## config.mk

```make
export PLATFORM = sky130hd
export DESIGN_NAME = buf_port_arb_flat
export DESIGN_NICKNAME = d
export VERILOG_FILES = /design/src/rtl/buf_port_arb_if.sv /design/src/rtl/buf_port_arb.sv /design/src/flat_wrapper.sv
export SDC_FILE = /design/constraint.sdc
export NUM_CORES = 1
export LEC_CHECK = 0
export BUFFER_PORTS_ARGS = -buffer_cell sky130_fd_sc_hd__buf_2
export CORE_UTILIZATION = 47
export CTS_BUF_LIST = sky130_fd_sc_hd__clkbuf_2
export DETAILED_ROUTE_END_ITERATION = 16
export PLACE_DENSITY = 0.82
export SYNTH_ARGS = -nofsm -noshare
export SYNTH_HDL_FRONTEND = slang
export SYNTH_SLANG_ARGS = --single-unit
```

## constraint.sdc

```tcl
create_clock -name clk -period 2.6 [get_ports clk]
set_input_delay 0.13 -clock clk [delete_from_list [all_inputs] [get_ports clk]]
set_output_delay 0.13 -clock clk [all_outputs]
set_load 0.01 [all_outputs]
```

## src/rtl/buf_port_arb_if.sv

```systemverilog
// Request/response bundle between the requesters and the shared buffer port arbiter.
// The arbiter takes the slave side; requesters (or the bench) take the master side.
interface buf_port_arb_if #(
  parameter int NUM_REQ = 3,
  parameter int ADDR_W  = 17,
  parameter int DATA_W  = 8
);
  logic [NUM_REQ-1:0]        req_valid_i;
  logic [NUM_REQ-1:0]        req_ready_o;
  logic [NUM_REQ-1:0]        req_we_i;
  logic [NUM_REQ-1:0]        req_last_i;
  logic [NUM_REQ*ADDR_W-1:0] req_addr_i;
  logic [NUM_REQ*DATA_W-1:0] req_wdata_i;
  logic [NUM_REQ-1:0]        rsp_valid_o;
  logic [DATA_W-1:0]         rsp_rdata_o;

  modport slave (
    input  req_valid_i, req_we_i, req_last_i, req_addr_i, req_wdata_i,
    output req_ready_o, rsp_valid_o, rsp_rdata_o
  );

  modport master (
    output req_valid_i, req_we_i, req_last_i, req_addr_i, req_wdata_i,
    input  req_ready_o, rsp_valid_o, rsp_rdata_o
  );
endinterface

```

## src/rtl/buf_port_arb.sv

```systemverilog
// Shares one single-ported buffer among NUM_REQ requesters: fixed-priority or round-robin
// arbitration with burst locking, registered buffer port, read-response tag pipeline.
module buf_port_arb #(
  parameter int NUM_REQ  = 3,
  parameter int ADDR_W   = 17,
  parameter int DATA_W   = 8,
  parameter int RD_LAT   = 1,
  parameter int ARB_MODE = 1
) (
  input  logic                clk,
  input  logic                rst,
  buf_port_arb_if.slave       req,
  output logic                buf_en_o,
  output logic                buf_we_o,
  output logic [ADDR_W-1:0]   buf_addr_o,
  output logic [DATA_W-1:0]   buf_wdata_o,
  input  logic [DATA_W-1:0]   buf_rdata_i,
  output logic [NUM_REQ-1:0]  grant_o,
  input  logic                clr_cnt_i,
  output logic [15:0]         conflict_cnt_o
);

  localparam int IDX_W = (NUM_REQ > 1) ? $clog2(NUM_REQ) : 1;

  logic [NUM_REQ-1:0] grant;
  logic [IDX_W-1:0]   gidx;
  logic [IDX_W-1:0]   rr_ptr;
  logic [IDX_W-1:0]   lock_idx;
  logic               locked;
  logic               accept;
  logic               contention;
  logic               sel_we;
  logic               sel_last;
  logic [ADDR_W-1:0]  sel_addr;
  logic [DATA_W-1:0]  sel_wdata;
  logic [NUM_REQ-1:0] tag_pipe [0:RD_LAT];

  always_comb begin : arbiter
    int cand;
    cand = 0;
    grant = '0;
    gidx  = '0;
    if (!rst) begin
      if (locked) begin
        // A locked burst owner blocks everyone else even when it idles.
        if (req.req_valid_i[lock_idx]) begin
          grant[lock_idx] = 1'b1;
          gidx = lock_idx;
        end
      end else if (ARB_MODE == 0) begin
        for (int i = NUM_REQ - 1; i >= 0; i--) begin
          if (req.req_valid_i[i]) begin
            grant = '0;
            grant[i] = 1'b1;
            gidx = IDX_W'(i);
          end
        end
      end else begin
        // Scan downward so the candidate closest above rr_ptr is written last and wins.
        for (int k = NUM_REQ; k >= 1; k--) begin
          cand = (int'(rr_ptr) + k) % NUM_REQ;
          if (req.req_valid_i[cand]) begin
            grant = '0;
            grant[cand] = 1'b1;
            gidx = IDX_W'(cand);
          end
        end
      end
    end
  end

  always_comb begin : beat_mux
    sel_we    = 1'b0;
    sel_last  = 1'b0;
    sel_addr  = '0;
    sel_wdata = '0;
    for (int i = 0; i < NUM_REQ; i++) begin
      if (grant[i]) begin
        sel_we    = req.req_we_i[i];
        sel_last  = req.req_last_i[i];
        sel_addr  = req.req_addr_i[i*ADDR_W +: ADDR_W];
        sel_wdata = req.req_wdata_i[i*DATA_W +: DATA_W];
      end
    end
  end

  assign accept          = |grant;
  assign contention      = |(req.req_valid_i & ~grant);
  assign grant_o         = grant;
  assign req.req_ready_o = grant;

  always_ff @(posedge clk) begin
    if (rst) begin
      locked         <= 1'b0;
      lock_idx       <= '0;
      rr_ptr         <= IDX_W'(NUM_REQ - 1);
      buf_en_o       <= 1'b0;
      buf_we_o       <= 1'b0;
      buf_addr_o     <= '0;
      buf_wdata_o    <= '0;
      conflict_cnt_o <= '0;
    end else begin
      buf_en_o <= accept;
      if (accept) begin
        buf_we_o    <= sel_we;
        buf_addr_o  <= sel_addr;
        buf_wdata_o <= sel_wdata;
        rr_ptr      <= gidx;
        if (sel_last) begin
          locked <= 1'b0;
        end else begin
          locked   <= 1'b1;
          lock_idx <= gidx;
        end
      end
      if (clr_cnt_i) begin
        conflict_cnt_o <= '0;
      end else if (contention && (conflict_cnt_o != 16'hFFFF)) begin
        conflict_cnt_o <= conflict_cnt_o + 16'd1;
      end
    end
  end

  // Stage 0 lines up with buf_en_o; stage RD_LAT lines up with valid buf_rdata_i.
  always_ff @(posedge clk) begin
    if (rst) begin
      for (int i = 0; i <= RD_LAT; i++) tag_pipe[i] <= '0;
    end else begin
      tag_pipe[0] <= (accept && !sel_we) ? grant : '0;
      for (int i = 1; i <= RD_LAT; i++) tag_pipe[i] <= tag_pipe[i-1];
    end
  end

  assign req.rsp_valid_o = tag_pipe[RD_LAT];
  assign req.rsp_rdata_o = (|tag_pipe[RD_LAT]) ? buf_rdata_i : '0;

endmodule

```

## src/flat_wrapper.sv

```systemverilog
// flat-port wrapper written by rule: the top's interface ports become plain ports
module buf_port_arb_flat 
#(
  parameter int NUM_REQ  = 3,
  parameter int ADDR_W   = 17,
  parameter int DATA_W   = 8,
  parameter int RD_LAT   = 1,
  parameter int ARB_MODE = 1
)
  (clk, rst, buf_en_o, buf_we_o, buf_addr_o, buf_wdata_o, buf_rdata_i, grant_o, clr_cnt_i, conflict_cnt_o, req_req_valid_i, req_req_we_i, req_req_last_i, req_req_addr_i, req_req_wdata_i, req_req_ready_o, req_rsp_valid_o, req_rsp_rdata_o);
  buf_port_arb_if #(.NUM_REQ(NUM_REQ), .ADDR_W(ADDR_W), .DATA_W(DATA_W)) req_i ();
  input  logic clk;
  input  logic rst;
  output logic buf_en_o;
  output logic buf_we_o;
  output logic [ADDR_W-1:0] buf_addr_o;
  output logic [DATA_W-1:0] buf_wdata_o;
  input  logic [DATA_W-1:0] buf_rdata_i;
  output logic [NUM_REQ-1:0] grant_o;
  input  logic clr_cnt_i;
  output logic [15:0] conflict_cnt_o;
  input wire logic [$bits(req_i.req_valid_i)-1:0] req_req_valid_i;
  input wire logic [$bits(req_i.req_we_i)-1:0] req_req_we_i;
  input wire logic [$bits(req_i.req_last_i)-1:0] req_req_last_i;
  input wire logic [$bits(req_i.req_addr_i)-1:0] req_req_addr_i;
  input wire logic [$bits(req_i.req_wdata_i)-1:0] req_req_wdata_i;
  output wire logic [$bits(req_i.req_ready_o)-1:0] req_req_ready_o;
  output wire logic [$bits(req_i.rsp_valid_o)-1:0] req_rsp_valid_o;
  output wire logic [$bits(req_i.rsp_rdata_o)-1:0] req_rsp_rdata_o;
  assign req_i.req_valid_i = req_req_valid_i;
  assign req_i.req_we_i = req_req_we_i;
  assign req_i.req_last_i = req_req_last_i;
  assign req_i.req_addr_i = req_req_addr_i;
  assign req_i.req_wdata_i = req_req_wdata_i;
  assign req_req_ready_o = req_i.req_ready_o;
  assign req_rsp_valid_o = req_i.rsp_valid_o;
  assign req_rsp_rdata_o = req_i.rsp_rdata_o;
  buf_port_arb #(.NUM_REQ(NUM_REQ), .ADDR_W(ADDR_W), .DATA_W(DATA_W), .RD_LAT(RD_LAT), .ARB_MODE(ARB_MODE)) u_core (.clk(clk), .rst(rst), .req(req_i), .buf_en_o(buf_en_o), .buf_we_o(buf_we_o), .buf_addr_o(buf_addr_o), .buf_wdata_o(buf_wdata_o), .buf_rdata_i(buf_rdata_i), .grant_o(grant_o), .clr_cnt_i(clr_cnt_i), .conflict_cnt_o(conflict_cnt_o));
endmodule
```

=== After elaboration in Yosys (flattened, before gate mapping) ===
Memories as Yosys holds them, arrays and structs flattened.
Index checks and enable logic that the tools add are counted.

* Flip-flop bits (word level): 48
* RAM bits: 6
* Output and inout bits: 60
* Word-level logic and storage cells: 92
* Memories kept: 1

* Add/sub/neg operators: 4
* Div/mod/pow operators: 3
* Order comparisons: 8
* Equal/unequal tests: 1
* Mux-type cells: 50
* Bitwise operators: 5
* Reductions and logical operators: 12

{| class="wikitable"
|+ Memories
! name !! depth !! width !! rd ports !! clocked after memory_dff !! write ports !! RTL line !! text
|-
| u_core.tag_pipe || 2 || 3 || 2 || 0 || 2 || buf_port_arb.sv:36 || <nowiki>logic [NUM_REQ-1:0] tag_pipe [0:RD_LAT];</nowiki>
|}

{| class="wikitable"
|+ Operators with widths
! cell !! number
|-
| 32-bit by 1-bit greater-or-equal comparator with 1-bit output, second input constant || 3
|-
| 32-bit by 4-bit less-than comparator with 1-bit output, second input constant || 3
|-
| 32-bit by 3-bit modulo with 32-bit output, second input constant || 3
|-
| 17-bit 2-to-1 mux || 3
|-
| 8-bit 2-to-1 mux || 4
|-
| 3-bit 2-to-1 mux || 9
|-
| 1-bit 2-to-1 mux || 21
|-
| 16-bit by 1-bit adder with 16-bit output, second input constant || 1
|-
| 16-bit != test, second input constant || 1
|-
| 2-bit 2-to-1 mux || 5
|-
| 3-bit OR reduction || 3
|-
| 1-bit binary-select mux with 2-bit select || 4
|-
| 1-bit demux with 2-bit select || 4
|-
| 2-bit by 2-bit adder with 3-bit output, second input constant || 2
|-
| 1-bit logical AND || 6
|-
| 2-bit by 1-bit adder with 3-bit output, second input constant || 1
|-
| 3-bit AND || 1
|-
| 2-bit by 3-bit less-than comparator with 1-bit output, second input constant || 1
|-
| 3-bit inverter || 1
|-
| 2-bit by 1-bit greater-or-equal comparator with 1-bit output, second input constant || 1
|-
| 1-bit bitwise OR || 2
|-
| 2-bit AND reduction || 1
|-
| 2-bit OR reduction || 1
|-
| 1-bit logical NOT || 1
|-
| 1-bit inverter || 1
|}

=== Depth between registers and ports, before layout ===
Gate-level depths: netlist of the first run.

* Depth in word-level cells: 18
* Gate-level depth with buffers: 12

=== Worst setup path after synthesis of the first run ===
OpenSTA, ideal clock, no wires.

* Path type: reg2reg
* From: register u_core.rr_ptr[0]
* To: register u_core.lock_idx[0]
* Setup time: 0.117 ns
* Arrival: 2.269 ns
* Required time: 2.483 ns
* Path slack: 0.214 ns
* Cell stages (with the launch flop): 12
* Path buffers: 2
* Clock period less this slack: 2.386 ns
* Path through: dfxtp_1 inv_1 ha_1 buf_2 nand2_2 o22a_1 o221a_1 or2_1 buf_6 and3_4 o22a_1 o22a_1

* Cells in the longest elaborated chain, start to end: 16
* Elaborated cells between the ends (all ways): 45
* Classes of those cells: 3 x add/sub; 3 x div; 6 x order compare; 27 x mux; 1 x bitwise; 5 x reduce/logical

{| class="wikitable"
|+ RTL lines
! element !! RTL line !! text
|-
| start: declaration || buf_port_arb.sv:27 || <nowiki>logic [IDX_W-1:0] rr_ptr;</nowiki>
|-
| start signal: assignment || buf_port_arb.sv:96 || <nowiki>rr_ptr <= IDX_W'(NUM_REQ - 1);</nowiki>
|-
| start signal: assignment || buf_port_arb.sv:108 || <nowiki>rr_ptr <= gidx;</nowiki>
|-
| 2-bit by 2-bit adder with 3-bit output || buf_port_arb.sv:61 || <nowiki>cand = (int'(rr_ptr) + k) % NUM_REQ;</nowiki>
|-
| 32-bit by 3-bit modulo with 32-bit output || buf_port_arb.sv:61 ||
|-
| 32-bit by 1-bit greater-or-equal comparator with 1-bit output (implied by the code) / 32-bit by 4-bit less-than comparator with 1-bit output (equally long branches) || buf_port_arb.sv:64 || <nowiki>grant[cand] = 1'b1;</nowiki>
|-
| 1-bit logical AND (implied by the code) || buf_port_arb.sv:64 ||
|-
| 1-bit 2-to-1 mux (implied by the code) || buf_port_arb.sv:64 ||
|-
| 1-bit demux with 2-bit select || -- ||
|-
| 3-bit 2-to-1 mux (3 in series) || buf_port_arb.sv:62 || <nowiki>if (req.req_valid_i[cand]) begin</nowiki>
|-
| 3-bit 2-to-1 mux || buf_port_arb.sv:44 || <nowiki>if (locked) begin</nowiki>
|-
| 3-bit 2-to-1 mux || buf_port_arb.sv:43 || <nowiki>if (!rst) begin</nowiki>
|-
| 1-bit 2-to-1 mux (3 in series) || buf_port_arb.sv:78 || <nowiki>if (grant[i]) begin</nowiki>
|-
| 1-bit inverter (no line) || -- ||
|-
| 2-bit AND reduction (no line) || -- ||
|-
| end signal: assignment || buf_port_arb.sv:113 || <nowiki>lock_idx <= gidx;</nowiki>
|-
| end: declaration || buf_port_arb.sv:28 || <nowiki>logic [IDX_W-1:0] lock_idx;</nowiki>
|}

Parallel ways exist; a longest one is shown, timed or not. The select of a mux whose other input is x is not followed.
A chain may end at the register's enable or synchronous reset.

=== Worst setup path in the final report of the first run ===
* From: register u_core.rr_ptr[0]
* To: register u_core.buf_addr_o[3]

* Cells in the longest elaborated chain, start to end: 14
* Elaborated cells between the ends (all ways): 39
* Classes of those cells: 3 x add/sub; 3 x div; 6 x order compare; 23 x mux; 4 x reduce/logical

{| class="wikitable"
|+ RTL lines
! element !! RTL line !! text
|-
| 2-bit by 2-bit adder with 3-bit output || buf_port_arb.sv:61 ||
|-
| 32-bit by 3-bit modulo with 32-bit output || buf_port_arb.sv:61 ||
|-
| 32-bit by 1-bit greater-or-equal comparator with 1-bit output (implied by the code) / 32-bit by 4-bit less-than comparator with 1-bit output (equally long branches) || buf_port_arb.sv:64 ||
|-
| 1-bit logical AND (implied by the code) || buf_port_arb.sv:64 ||
|-
| 1-bit 2-to-1 mux (implied by the code) || buf_port_arb.sv:64 ||
|-
| 1-bit demux with 2-bit select || -- ||
|-
| 3-bit 2-to-1 mux (2 in series) || buf_port_arb.sv:62 ||
|-
| 3-bit 2-to-1 mux * || buf_port_arb.sv:62 ||
|-
| 3-bit 2-to-1 mux * || buf_port_arb.sv:44 ||
|-
| 3-bit 2-to-1 mux * || buf_port_arb.sv:43 ||
|-
| 17-bit 2-to-1 mux (3 in series) || buf_port_arb.sv:78 ||
|-
| end signal: assignment || buf_port_arb.sv:106 || <nowiki>buf_addr_o <= sel_addr;</nowiki>
|-
| end: declaration || buf_port_arb.sv:15 || <nowiki>output logic [ADDR_W-1:0] buf_addr_o,</nowiki>
|}

Mark *: on every way between the ends. The rest lies on a longest branch, timed or not. The select of a mux whose other input is x is not followed.

==> impl_metrics.ini, run 1 <==
[routing]
dr_wl_met3_mm = 1.12
wl_met1_mm = 4.20
drt_iter0_markers = 266
wl_met2_mm = 5.76
finalWirelength_mm = 12.0
wl_per_cell_um = 18.7
num_vias = 3999
drc_errors = 0
dr.pass1.iters = 5
antenna_left = 0
vias_per_cell = 6.22
dr.max_layer_used = met4

[yosys]
yosys.area_share.simple_pct = 18.3
synth.most_common_cell = dfxtp_1
synth_top_family_by_area = compound AO/OA/AOI/OAI gates
synth.avg_cell_area_um2 = 8.55
synth-seq-cells = 54
synth_fp_nets = 448
yosysTopAreaCellShare_pct = 36.3
synth_xor_area_share_pct = 0.294
ys_top_cells_by_area = dfxtp_1 36%, o221ai_1 8.2%, a21oi_1 6.7%, o22ai_1 5.3%, buf_4 3.0%
synthFlopType = dfxtp_1
seq_area_frac_synth_pct = 36.3
synth_compound_area_share_pct = 30.7
synth_area_um2 = 2980
netlist_instances = 348
synth.top_cells.by_count = 54 x dfxtp_1, 40 x a21oi_1, 28 x o221ai_1
yosysUniqueCellTypes = 54
muxShareOfSynthArea_pct = 3.45
synth_fa_ha_area_share_pct = 2.10
synth_edf_count = 0
async_reset_ff_share_pct = 0
yosys_warnings = 0
yosys.area.top_type = dfxtp_1

[setup_path]
worst-path-max-fanout = 20
crit_required_ns = 2.98
r2r.worst_path.cells = 10
end_kind = register
path_class = register to register
worst_ep_arrival_time_ns = 2.94
crit_path_start_kind = register

[floorplan]
start_util_pct = 49.4
die_w_um = 81.6
fp.coreArea_um2 = 6030
dieArea_um2 = 6660
die_y_um = 81.6
io-pin-count = 155
fp-row-count = 28

[clocking]
cts_tree = built
cts_sinks = 54
clockBufferDepth = 2
h-tree-depth = 2
clk_pin_slew_worst_paths_ns = 0.30
clockRootBuffer = clkbuf_2
clkLatencyLatePin_ns = 0.45
numCtsBuffers = 5

[layout]
drive_gt1_share_pct = 37.0
final_cell_area_um2 = 4660
area_growth_pct = 56.5
final_nets = 666
fin_util_pct = 77.3
fill_cells = 400
finalNonFillerCells = 643

[power_and_ir_drop]
clkPwrFrac_pct = 8.9
p_switching_mw = 1.74
finalPower_mw = 3.97
powerDensity_nw_per_um2 = 852
comb_power_share_pct = 61.0
ir_drop_uv = 624
pwr-share-seq_pct = 30.1
power.leakage_nw = 2.18
p_sw_share_pct = 43.8
intPower_mw = 2.23

[global_route]
grt_pass1_wl_mm = 17.2
grt_overflow_total = 0
grt_start_max_net_pins = 27
first_global_vias = 3688
antenna_found_initial = 1
grt.total_usage_pct = 33.7

[job]
drv_cap = 0

[placement]
numPortBuffers = 154
pre_cts_ws_ns = 0.126
placed_area_um2 = 3800
dp.cells = 561
gp_congestion = 0.899
dp_hpwl_mm = 6.35

[timing]
finalCritPeriodShare_pct = 98.6
maxSlewViolCount = 0
tns_ns = 0
worstMarginPinSlew_ns = 0.741
fin_ws_ns = 0.0371
hold_viol = 0
period_minus_slack_ns = 2.56
fmax_mhz = 390
finalClockSkew_ns = 0.0209
hold_ws_ns = 0.00355
max_slew_margin_pct = 50.4
setup_viol = 0

[hold_path]
hold_class = input pin to register
min_path_cells = 3

[outcome]
status = completed
[per-layer routing]
layer | up-vias | GRT usage, %
met4 | 0 | 21.6
met2 | 328 | 57.8
met1 | 1816 | 37.5
li1 | 1762 | -
met5 | - | 0
met3 | 93 | 7.56
[final timing paths]
path | endpoint | start | slack, ns
max | u_core.buf_addr_o[3] | u_core.rr_ptr[0] | 0.04
min | u_core.buf_addr_o[5] | req_req_addr_i[39] | 0.004
max reg2reg | u_core.buf_addr_o[3] | u_core.rr_ptr[0] | 0.04
min reg2reg | u_core.tag_pipe[0][5] | u_core.tag_pipe[0][2] | 0.47
[layout by cell type, fill, tap and decap left out, types with 2 or more instances in the layout]
master | Yosys | final
inv_4 | 0 | 3
nand2_1 | 19 | 19
dlygate4sd3_1 | 0 | 70
or2_4 | 0 | 2
nor3_1 | 5 | 5
buf_12 | 0 | 3
o21a_1 | 2 | 2
ha_1 | 5 | 2
inv_1 | 13 | 10
mux2i_4 | 1 | 2
o21ai_0 | 5 | 5
dfxtp_1 | 54 | 52
o22a_1 | 3 | 3
nand3_1 | 9 | 9
a31o_2 | 4 | 4
o21ai_1 | 3 | 2
and3_1 | 8 | 8
ha_4 | 0 | 2
dfxtp_2 | 0 | 2
buf_2 | 8 | 150
buf_4 | 12 | 18
nor2b_1 | 12 | 12
nand2b_1 | 4 | 4
a21o_1 | 3 | 3
nand2_2 | 2 | 2
mux2i_1 | 8 | 7
clkbuf_2 | 0 | 6
or3_1 | 6 | 6
a21oi_1 | 40 | 40
o221ai_1 | 28 | 28
a31oi_1 | 4 | 4
nand4_1 | 5 | 5
nor3b_1 | 2 | 2
nor2_1 | 17 | 17
o2111ai_1 | 2 | 2
nand3b_1 | 3 | 3
o22ai_1 | 25 | 25
buf_6 | 4 | 3
[kinds of logic (layout without fill, tap and decap cells)]
kind of cell / Yosys count / in the layout
flip-flops: 54 / 54
adder cells (fa/ha/maj): 5 / 5
AO/OA/AOI/OAI: 131 / 131
multiplexers: 9 / 9
buffers and inverters: 47 / 266
other: 0 / 1
AND/OR/NAND/NOR: 101 / 101
XOR/XNOR: 1 / 1
[sequential cells by signal, indices dropped and copies added (netlist names)]
register / count
u_core.locked: 1
u_core.buf_addr_o: 17
u_core.tag_pipe: 6
u_core.buf_en_o: 1
u_core.buf_we_o: 1
u_core.buf_wdata_o: 8
u_core.rr_ptr: 2
u_core.lock_idx: 2
u_core.conflict_cnt_o: 16
[worst max-delay path, stage by stage, from the launching register on]
cell and delay (ns):
dfxtp_2 0.42, inv_4 0.05, ha_4 0.31, mux2i_4 0.29, o21ai_4 0.11, a211o_1 0.26
or2_4 0.29, nand3_2 0.13, buf_12 0.17, o221ai_1 0.15, a21oi_1 0.31
[final cells by class]
class / count / area [µm²] / area share, %
Clock inverter: 2 / 13.8 / 0.296
Multi-Input combinational cell: 247 / 1690 / 36.4
Tap cell: 75 / 93.8 / 2.02
Timing Repair Buffer: 244 / 1680 / 36.1
Sequential cell: 54 / 1080 / 23.3
Clock buffer: 6 / 30.0 / 0.645
Antenna cell: 1 / 2.50 / 0.0537
Inverter: 14 / 60.1 / 1.29
[power by group through the flow]
stage	combinational [mW]	clock (mW)	sequential, mW
6_report	2.42	0.354	1.19
5_1_grt	2.59	0.387	1.21
4_1_cts	2.16	0.350	1.16
3_5_place_dp	2.01	0	1.17
3_3_place_gp	1.96	0	1.17
2_1_floorplan	1.33	0	1.24
[timing repair]
action	CTS	global route
endpoints found under the hold margin	32	2
pin swaps	1	6
hold buffers	68	2
setup endpoints to repair	6	18
gates resized for setup	6	18
setup buffers	1	3
(Power assumes the default switching activity.)
==> inputs of run 2 (changes only) <==
--- a/config.mk
+++ b/config.mk
@@ -6,10 +6,9 @@
 export NUM_CORES = 1
 export LEC_CHECK = 0
 export BUFFER_PORTS_ARGS = -buffer_cell sky130_fd_sc_hd__buf_2
-export CORE_UTILIZATION = 47
-export CTS_BUF_LIST = sky130_fd_sc_hd__clkbuf_2
+export CORE_UTILIZATION = 46
 export DETAILED_ROUTE_END_ITERATION = 16
-export PLACE_DENSITY = 0.82
+export PLACE_DENSITY = 0.8
 export SYNTH_ARGS = -nofsm -noshare
 export SYNTH_HDL_FRONTEND = slang
 export SYNTH_SLANG_ARGS = --single-unit
==> impl_metrics.ini, run 2 (synthesis gave the netlist of run 1 again) <==
[timing]
finalClockSkew_ns = 0.0157
tns_ns = 0
period_minus_slack_ns = 2.46
hold_viol = 0
worstMarginPinSlew_ns = 0.756
fmax_mhz = 407
maxSlewViolCount = 0
fin_ws_ns = 0.142
grt_setup_unrepaired = true
finalCritPeriodShare_pct = 94.5
setup_viol = 0
max_slew_margin_pct = 49.4
hold_ws_ns = 0.0571

[layout]
largest_reg_flops = 17
antenna_cells = 0
fin_util_pct = 64.1
final_cell_mix = 154 x buf_2, 54 x dfxtp_1, 40 x a21oi_1
top_register = u_core.buf_addr_o
final_cell_area_um2 = 3910
layout_commonest_cell = buf_2
top_regs = u_core.buf_addr_o (17), u_core.conflict_cnt_o (16), u_core.buf_wdata_o (8)
final_nets = 590
area_growth_pct = 31.3
finalNonFillerCells = 566
drive_gt1_share_pct = 40.1
fill_cells = 536

[setup_path]
cp_slowest_cell = ha_2
end_kind = register
cp_cell_sequence = inv_1 > ha_2 > mux2i_2 > o21ai_1 > a211o_1 > or2_4 > nand3_2 > buf_4 > a21oi_1 > o22a_1
crit_path_start_kind = register
path_class = register to register
crit_required_ns = 2.81
worst_ep_arrival_time_ns = 2.67
worst-path-max-fanout = 9
cp.buffers_inverters = 2
slowest_delay_ns = 0.39
path_delay_family = compound AO/OA/AOI/OAI gates

[clocking]
clockRootBuffer = clkbuf_8
h-tree-depth = 2
numCtsBuffers = 5
clockBufferDepth = 2
clkLatencyLatePin_ns = 0.32
cts_tree = built
cts_sinks = 54
clk_pin_slew_worst_paths_ns = 0.10

[placement]
placed_area_um2 = 3760
dp.cells = 557
numPortBuffers = 154
gp_congestion = 0.960
pre_cts_ws_ns = -0.0106
dp_hpwl_mm = 6.35

[routing]
antenna_left = 0
drc_errors = 0
finalWirelength_mm = 8.46
vias_per_cell = 5.83
dr.pass1.iters = 4
num_vias = 3300
drt_iter0_markers = 116
wl_per_cell_um = 14.9

[global_route]
grt_start_max_net_pins = 33
first_global_vias = 2913
antenna_found_initial = 0
grt.total_usage_pct = 24.7
grt_pass1_wl_mm = 13.0
grt_overflow_total = 0

[floorplan]
fp-row-count = 28
die_y_um = 82.4
die_w_um = 82.4
start_util_pct = 48.8
dieArea_um2 = 6800
io-pin-count = 155
fp.coreArea_um2 = 6100

[power_and_ir_drop]
p_switching_mw = 1.56
comb_power_share_pct = 53.7
finalPower_mw = 3.78
powerDensity_nw_per_um2 = 968
pwr-share-seq_pct = 30.5
ir_drop_uv = 783
intPower_mw = 2.22
clkPwrFrac_pct = 15.7
p_sw_share_pct = 41.2
power.leakage_nw = 1.88

[job]
drv_cap = 0

[outcome]
status = completed

[hold_path]
hold_class = input pin to register
run 2: changes by cell type in the layout (fill, tap and decap cells not counted), sizes merged:
cell         previous run  this run
clkbuf                  6         5
clkinv                  2         1
inv                    14        15
dlygate4sd3            70         1
buf                   174       167
diode                   1         0
bufinv                  0         1
run 2: layout make-up:
cell class              count  area (µm²)  area share (%)
clock buffers               5        68.8            1.76
clock inverters             3        47.5            1.22
inverters                  14        52.6            1.34
multi-input cells         247        1650            42.3
flip-flops and latches     54        1080            27.7
well taps                  75        93.8            2.40
repair buffers            168         911            23.3
run 2: path summary, 6_finish.rpt:
path,end,slack [ns],depth (start not counted),startpoint
worst max-delay path,u_core.lock_idx[0],0.14,10,u_core.rr_ptr[0]
worst min-delay path,u_core.buf_wdata_o[7],0.06,3,req_req_wdata_i[23]
worst max register to register,u_core.lock_idx[0],0.14,10,u_core.rr_ptr[0]
worst min register to register,u_core.tag_pipe[0][4],0.46,1,u_core.tag_pipe[0][1]
run 2: routing by layer:
layer | global-route usage (%) | routed length (µm)
met4 | 9.65 | 175
met1 | 30.7 | 3600
met3 | 4.07 | 519
met5 | 0 | 0
met2 | 42.4 | 4160
run 2: timing repair:
item / 4_1_cts / 5_1_grt
setup buffers: 0 / 0
gates resized for setup: 2 / 6
hold endpoints to repair: 1 / 0
hold buffers: 1 / 0
pin swaps: 0 / 1
setup endpoints to repair: 24 / 44
run 2: worst register-to-register path, delay by kind of cell, from the launching register on:
| kind | cells | cell delay (ns) |
|---|---|---|
| compound gates | 4 | 0.77 |
| fa+ha+maj | 1 | 0.39 |
| simple gates | 2 | 0.39 |
| flops | 1 | 0.34 |
| mux | 1 | 0.25 |
| buf+inv | 2 | 0.23 |
run 2: power by group through the flow:
stage | Combinational [mW] | Clock [mW] | Sequential, mW
final | 2.03 | 0.595 | 1.15
after CTS | 1.99 | 0.604 | 1.15
after global placement | 1.90 | 0 | 1.17
after detailed placement | 1.96 | 0 | 1.17
after global routing | 2.22 | 0.636 | 1.18
after floorplan | 1.33 | 0 | 1.24
==> inputs of run 3 (changes only) <==
--- a/config.mk
+++ b/config.mk
@@ -9,6 +9,7 @@
 export CORE_UTILIZATION = 46
 export DETAILED_ROUTE_END_ITERATION = 16
 export PLACE_DENSITY = 0.8
+export REMOVE_ABC_BUFFERS = 1
 export SYNTH_ARGS = -nofsm -noshare
 export SYNTH_HDL_FRONTEND = slang
 export SYNTH_SLANG_ARGS = --single-unit
==> impl_metrics.ini, run 3 (synthesis gave the netlist of run 1 again) <==
[outcome]
status = completed

[placement]
dp.cells = 560
numPortBuffers = 154
dp_hpwl_mm = 6.63
placed_area_um2 = 3780
gp_congestion = 0.914

[setup_path]
worst-path-max-fanout = 6
slowest_delay_ns = 0.35
crit_path_start_kind = register
path_delay_family = buffers and inverters
cp.buffers_inverters = 4
reg2reg_slack_ns = 0.11
reg2reg_to = u_core.buf_we_o
cp_slowest_cell = dfxtp_2
timing.rr.start = u_core.rr_ptr[0]
end_kind = output pin
worst_ep_arrival_time_ns = 2.39
cp_cell_sequence = inv_1 > ha_2 > mux2i_4 > buf_4 > o221ai_2 > o221a_1 > or2_4 > inv_2 > buf_2
crit_required_ns = 2.47
path_class = register to output pin
r2r.worst_path.cells = 11

[layout]
final_cell_mix = 154 x buf_2, 53 x dfxtp_1, 40 x a21oi_1
top_register = u_core.buf_addr_o
top_regs = u_core.buf_addr_o (17), u_core.conflict_cnt_o (16), u_core.buf_wdata_o (8)
largest_reg_flops = 17
final_nets = 594
area_growth_pct = 32.7
finalNonFillerCells = 570
final_cell_area_um2 = 3950
drive_gt1_share_pct = 40.8
layout_commonest_cell = buf_2
antenna_cells = 0

[floorplan]
die_w_um = 82.4
fp-row-count = 28
fp.coreArea_um2 = 6100
dieArea_um2 = 6800
start_util_pct = 48.8
io-pin-count = 155
die_y_um = 82.4

[global_route]
use_met2_pct = 46.7
met3_usage_pct = 6.59
antenna_found_initial = 0
grt_pass1_wl_mm = 13.7
grt_start_max_net_pins = 26
grt_use_met1_pct = 30.1
busiest_layer = met2
grt_overflow_total = 0
grt.total_usage_pct = 26.1
first_global_vias = 3035

[hold_path]
min_path_cells = 3
hold_class = input pin to register
hold_start = req_req_wdata_i[23]
worstHoldEndpoint = u_core.buf_wdata_o[7]

[routing]
dr.pass1.iters = 5
num_vias = 3386
wl_per_cell_um = 15.9
drt_iter0_markers = 164
vias_per_cell = 5.94
antenna_left = 0
drc_errors = 0
finalWirelength_mm = 9.08

[timing]
max_slew_margin_pct = 46.8
hold_viol = 0
worstMarginPinSlew_ns = 0.794
period_minus_slack_ns = 2.52
maxSlewViolCount = 0
tns_ns = 0
grt_setup_unrepaired = false
hold_ws_ns = 0.0325
setup_viol = 0
finalClockSkew_ns = 0.0118
finalCritPeriodShare_pct = 97.1
fmax_mhz = 396

[power_and_ir_drop]
powerDensity_nw_per_um2 = 977
clkPwrFrac_pct = 15.5
ir_drop_uv = 568
pwr-share-seq_pct = 30.4
intPower_mw = 2.25
comb_power_share_pct = 54.1
p_sw_share_pct = 41.7
finalPower_mw = 3.86
power.leakage_nw = 1.89
p_switching_mw = 1.61

[clocking]
clkLatencyLatePin_ns = 0.32
clk_pin_slew_worst_paths_ns = 0.11
numCtsBuffers = 5
cts_tree = built
cts_sinks = 54
h-tree-depth = 2
clockRootBuffer = clkbuf_8
clockBufferDepth = 2

[job]
drv_cap = 0
-- run 3: power by group through the flow --
stage | registers, mW | clock network (mW) | logic, mW
2_1_floorplan | 1.24 | 0 | 1.12
3_3_place_gp | 1.17 | 0 | 1.92
3_5_place_dp | 1.18 | 0 | 1.98
4_1_cts | 1.16 | 0.605 | 1.99
5_1_grt | 1.19 | 0.641 | 2.27
6_report | 1.17 | 0.599 | 2.09
-- run 3: layout make-up --
type	count	area (µm²)
Clock buffer	5	68.8
Sequential cell	54	1080
Inverter	14	56.3
Fill cell	540	2150
Clock inverter	3	48.8
Multi-Input combinational cell	247	1660
Tap cell	75	93.8
Timing Repair Buffer	172	937
-- run 3: repair_timing --
item,CTS,global route
resized for setup,2,9
buffers inserted,0,1
setup endpoints to repair,13,47
pin swaps,0,2
hold buffers,1,0
endpoints found under the hold margin,1,0
-- run 3: worst min-delay path, delay by kind of cell --
family                 cells  cell delay [ns]
buffers and inverters      1             0.09
AND/OR/NAND/NOR            1             0.04
AO/OA/AOI/OAI              1             0.05
-- run 3: worst max path at each step --
stage                                  endpoint             start  cells after the start  slack (ns)
after floorplan            u_core.buf_addr_o[0]  u_core.rr_ptr[0]                      9       -0.89
after global placement       u_core.lock_idx[0]  u_core.rr_ptr[0]                      9        0.11
after detailed placement  u_core.buf_addr_o[14]  u_core.rr_ptr[0]                     10       -0.01
after CTS                            grant_o[1]  u_core.rr_ptr[0]                      8        0.03
after global routing      u_core.buf_addr_o[12]  u_core.rr_ptr[0]                     11      0.0007
final                                grant_o[1]  u_core.rr_ptr[0]                      9        0.08
-- run 3: per-stage QoR --
stage / util [%] / setup slack [ns]
6_report: 64.8 / 0.0751
5_1_grt: 64.8 / 0.000677
4_1_cts: 64.1 / 0.0260
3_5_place_dp: 62.0 / -0.0124
2_1_floorplan: - / -0.886
3_3_place_gp: 62.0 / 0.114
-- run 3: routing by layer --
| layer | part of all wire, % | vias up |
|---|---|---|
| met1 | 40 | 1605 |
| met3 | 7.3 | 14 |
| li1 | - | 1609 |
| met5 | 0 | - |
| met2 | 51 | 158 |
| met4 | 1.5 | 0 |
